**src/rtl/range_bit_scanner.sv**
```systemverilog
// range_bit_scanner: walks every set bit of a captured request vector that
// falls inside an inclusive index window [lo, hi], lowest first, handing out
// one index per valid/ready handshake, then pulses done with the accept count.
module range_bit_scanner #(
  parameter int N = 4
) (
  input  logic                       clk,
  input  logic                       rstN,
  input  logic                       start,
  input  logic [N-1:0]               data,
  input  logic [$clog2(N)-1:0]       start_range,
  input  logic [$clog2(N)-1:0]       end_range,
  output logic                       busy,
  output logic                       out_valid,
  input  logic                       out_ready,
  output logic [$clog2(N)-1:0]       out_index,
  output logic                       done,
  output logic [$clog2(N+1)-1:0]     count
);

  localparam int IW = $clog2(N);
  localparam int CW = $clog2(N + 1);

  typedef enum logic [1:0] {
    S_IDLE = 2'd0,
    S_SCAN = 2'd1,
    S_DONE = 2'd2
  } state_t;

  state_t          state_q, state_d;
  logic [N-1:0]    pending_q, pending_d;
  logic [IW-1:0]   lo_q, lo_d;
  logic [IW-1:0]   hi_q, hi_d;
  logic [CW-1:0]   count_q, count_d;

  // Candidate bits: still pending and inside the captured window. An inverted
  // window (lo > hi) naturally yields no candidates.
  logic [N-1:0]    hit;
  logic [N-1:0]    hit_lowest;
  logic            found;
  logic [IW-1:0]   found_idx;

  for (genvar gi = 0; gi < N; gi++) begin : g_hit
    assign hit[gi] = pending_q[gi] && (lo_q <= IW'(gi)) && (IW'(gi) <= hi_q);
  end

  // Lowest candidate: one-hot isolate for clearing, plus its encoded index.
  always_comb begin
    hit_lowest = hit & ~(hit - N'(1));
    found      = |hit;
    found_idx  = '0;
    for (int i = N - 1; i >= 0; i--) begin
      if (hit[i]) begin
        found_idx = IW'(i);
      end
    end
  end

  // State and datapath registers; reset aborts any scan without a done pulse.
  always_ff @(posedge clk or negedge rstN) begin
    if (!rstN) begin
      state_q   <= S_IDLE;
      pending_q <= '0;
      lo_q      <= '0;
      hi_q      <= '0;
      count_q   <= '0;
    end else begin
      state_q   <= state_d;
      pending_q <= pending_d;
      lo_q      <= lo_d;
      hi_q      <= hi_d;
      count_q   <= count_d;
    end
  end

  // Next-state and outputs. Pending bits change only on accept, so out_index
  // is stable while out_valid waits for out_ready.
  always_comb begin
    state_d   = state_q;
    pending_d = pending_q;
    lo_d      = lo_q;
    hi_d      = hi_q;
    count_d   = count_q;
    busy      = 1'b0;
    out_valid = 1'b0;
    out_index = '0;
    done      = 1'b0;

    unique case (state_q)
      S_IDLE: begin
        if (start) begin
          pending_d = data;
          lo_d      = start_range;
          hi_d      = end_range;
          count_d   = '0;
          state_d   = S_SCAN;
        end
      end
      S_SCAN: begin
        busy = 1'b1;
        if (found) begin
          out_valid = 1'b1;
          out_index = found_idx;
          if (out_ready) begin
            pending_d = pending_q & ~hit_lowest;
            count_d   = count_q + CW'(1);
          end
        end else begin
          state_d = S_DONE;
        end
      end
      S_DONE: begin
        busy    = 1'b1;
        done    = 1'b1;
        state_d = S_IDLE;
      end
      default: begin
        state_d = S_IDLE;
      end
    endcase
  end

  assign count = count_q;

endmodule
```
**config.mk**
```make
export PLATFORM = sky130hd
export DESIGN_NAME = range_bit_scanner
export DESIGN_NICKNAME = d
export VERILOG_FILES = /design/src/rtl/range_bit_scanner.sv
export SDC_FILE = /design/constraint.sdc
export NUM_CORES = 1
export LEC_CHECK = 0
export CAP_MARGIN = 0
export CORE_MARGIN = 3
export CORE_UTILIZATION = 41
export CTS_CLUSTER_SIZE = 8
export DETAILED_ROUTE_END_ITERATION = 16
export PLACE_DENSITY_LB_ADDON = 0.08
export SYNTH_ARGS = -nofsm -noshare
export SYNTH_HDL_FRONTEND = slang
export SYNTH_SLANG_ARGS = --single-unit
```
**constraint.sdc**
```tcl
create_clock -name clk -period 1.7 [get_ports clk]
set_clock_uncertainty 0.1 [all_clocks]
set_input_delay 0.17 -clock clk [delete_from_list [all_inputs] [get_ports clk]]
set_output_delay 0.17 -clock clk [all_outputs]
set_load 0.01 [all_outputs]
```
==> impl_metrics.ini <==
[global_routing]
grt_pass1_wl_um = 2835
grt_max_degree = 14
grt.overflow.total = 0
grtUsageTotal = 0.1794
antenna_found_initial = 0
grt_pass1_vias = 631

[finish]
synthToLayoutAreaGrowth_pct = 59.11
drive_gt1_frac = 0.3667
fillers = 136
final_common_cell = buf_4
finalNonFillerCells = 144
layout_common_cells = buf_4, clkdlybuf4s50_1, dfrtp_1, nor2_1, a21oi_1
final_area_sq_mm = 0.001159
nets = 137
antennaDiodeCount = 0

[critical_path]
cp_num_buf_inv = 2
slowest_stage = dfrtp_1
critPathKind = reg -> out
r2r_start = lo_q[0]$_DFFE_PN0P_
startpoint_type = register
path_max_fanout = 3
end_kind = output pin
crit_chain = or3b_4 > o21a_2 > a21o_1 > inv_2 > buf_6
startpoint = lo_q[0]$_DFFE_PN0P_
critPathMaxStageDelay_ns = 0.40
worstPathRequired_ns = 1.43
cp.arrival_ns = 1.53
path_delay_family = flip-flops

[place]
io_buffers = 19
place_hpwl_um = 1391
gp_congestion = 0.8392
dp_slack_ns = -0.2716
place_inst = 139
dpl-instance-area_sq_mm = 0.001125

[logic_synthesis]
synth_cells = 73
synth.distinct_cells = 27
synth_nets = 89
yosys-top-cells-area = dfrtp_1, ha_1, mux2_2
synth_largest_area_cell = dfrtp_1
syn_avg_cell_area_sq_um = 9.975
synth_seq_cells = 13
netlist_area_sq_um = 728.2
seq_area_frac_synth = 0.4467
synth_top_cell_area_share = 0.4467
synth_warnings = 0

[drt]
drt_first_pass_iters = 4
via_per_inst = 4.854
routedWlPerCell_um = 12.40
vias = 699
drt_iter0_markers = 7
antenna_left = 0
wl_um = 1785
drc_errors = 0

[status]
status = complete, but fails checks
violations = setup timing

[floorplanning]
num_rows = 14
fp.dieH_um = 48.15
start_util = 0.4568
io-pin-count = 20
die_x_um = 48.15
die_area_sq_mm = 0.002318
core_area_sq_mm = 0.001594

[sta]
maxSlewHeadroom = 0.5934
min_period_over_period = 1.059
fin_crit_ns = 1.801
drv_slew = 0
hold_viol_final = 0
tightest_slew_ns = 0.6080
tns_ns = -0.2731
rsz0062_at_grt = true
fin_ws_ns = -0.1010
max_freq_mhz = 555.3
setup_viol = 6

[clocking]
clock_path_buffers = 2
cts_buffers = 3
cts_tree = built
clkLatencyLatePin_ns = 0.27
cts_root_buffer = clkbuf_4
cts.sinks = 13
clk_pin_slew_ns = 0.08
htree_levels = 1

[power_and_ir_drop]
leakage_nw = 0.5400
p_per_area_mw_per_mm2 = 1831
vdd_ir_drop_max_mv = 1.348

[job]
cap_violations = 0

[worst_hold_path]
hold_class = in -> async
==> power breakdown <==
part	switching [mW]	internal (mW)
Clock	0.102	0.0908
Sequential	0.0905	0.452
Combinational	0.611	0.774
==> final cells by class <==
class	count	area, sq um	share of cell area
sequential	13	325.3	0.2808
inverter	6	22.52	0.01944
clock buffer	4	26.28	0.02268
tap	24	30.03	0.02592
multi-input combinational	53	387.9	0.3348
timing repair buffer	44	366.6	0.3164
==> worst reg2reg max path, cell delays in order (launching register included) <==
cell	delay, ns
dfrtp_1	0.40
or3b_4	0.40
o21a_2	0.13
buf_4	0.13
a31oi_4	0.20
a21oi_1	0.10
a31o_1	0.18
==> cell families after synthesis <==
group | after synthesis | share of synthesized area
AO/OA/AOI/OAI | 23 | 0.2302
adder cells (fa/ha/maj) | 4 | 0.06873
buffers and inverters | 7 | 0.03608
flip-flops | 13 | 0.4467
multiplexers | 5 | 0.07560
AND/OR/NAND/NOR | 21 | 0.1426
==> registers in the layout, summed over array words and instances (netlist names) <==
name       flops
pending_q      4
count          3
hi_q           2
lo_q           2
state_q        2
==> metal layers <==
layer	wire length [um]	global-route usage
met5	0	0
met2	869	0.2708
met3	70	0.02214
met1	831	0.2545
met4	14	0.08065
==> what timing repair did <==
action	CTS	global route
setup endpoints to repair	11	10
hold buffers	0	0
setup buffers	1	0
pin swaps	3	0
resized for setup	17	3
==> stage by stage <==
step | hold slack (ns) | utilization | power (mW)
after global routing | 0.2074 | 0.7268 | 2.313
after detailed placement | 0.4226 | 0.7057 | 1.905
after floorplan | -0.2256 | - | 1.215
final | 0.1724 | 0.7268 | 2.121
after CTS | 0.2005 | 0.7206 | 2.105
after global placement | 0.3981 | 0.7057 | 1.879
==> worst paths after layout <==
| path | cells past startpoint | end | slack [ns] |
|---|---|---|---|
| hold / removal | 1 | count[2]$_DFFE_PN0P_ | 0.17 |
| setup reg to reg | 6 | count[2]$_DFFE_PN0P_ | -0.05 |
| max in group asynchronous | 1 | pending_q[0]$_DFFE_PN0P_ | 0.93 |
| hold reg to reg | 1 | count[0]$_DFFE_PN0P_ | 0.43 |
| min in group clk | 2 | hi_q[1]$_DFFE_PN0P_ | 0.41 |
| setup / recovery | 5 | out_valid | -0.10 |
==> cell usage after synthesis <==
cell type,number
nor2_1,7
or3_1,1
nand2b_1,3
dfrtp_1,13
nand3_1,2
o211ai_1,1
inv_1,6
o31ai_1,1
a31o_1,1
or2_2,1
a21o_1,2
a21oi_1,7
o21a_2,1
a2bb2oi_1,1
o21ai_0,3
ha_1,4
a41oi_1,1
a31oi_4,1
o22ai_1,2
mux2i_1,1
or3b_4,1
nand2_1,5
a21bo_2,1
mux2_2,4
nand4_1,1
o32ai_1,1
clkbuf_1,1
Note: power is estimated with default switching activity, not from simulation.
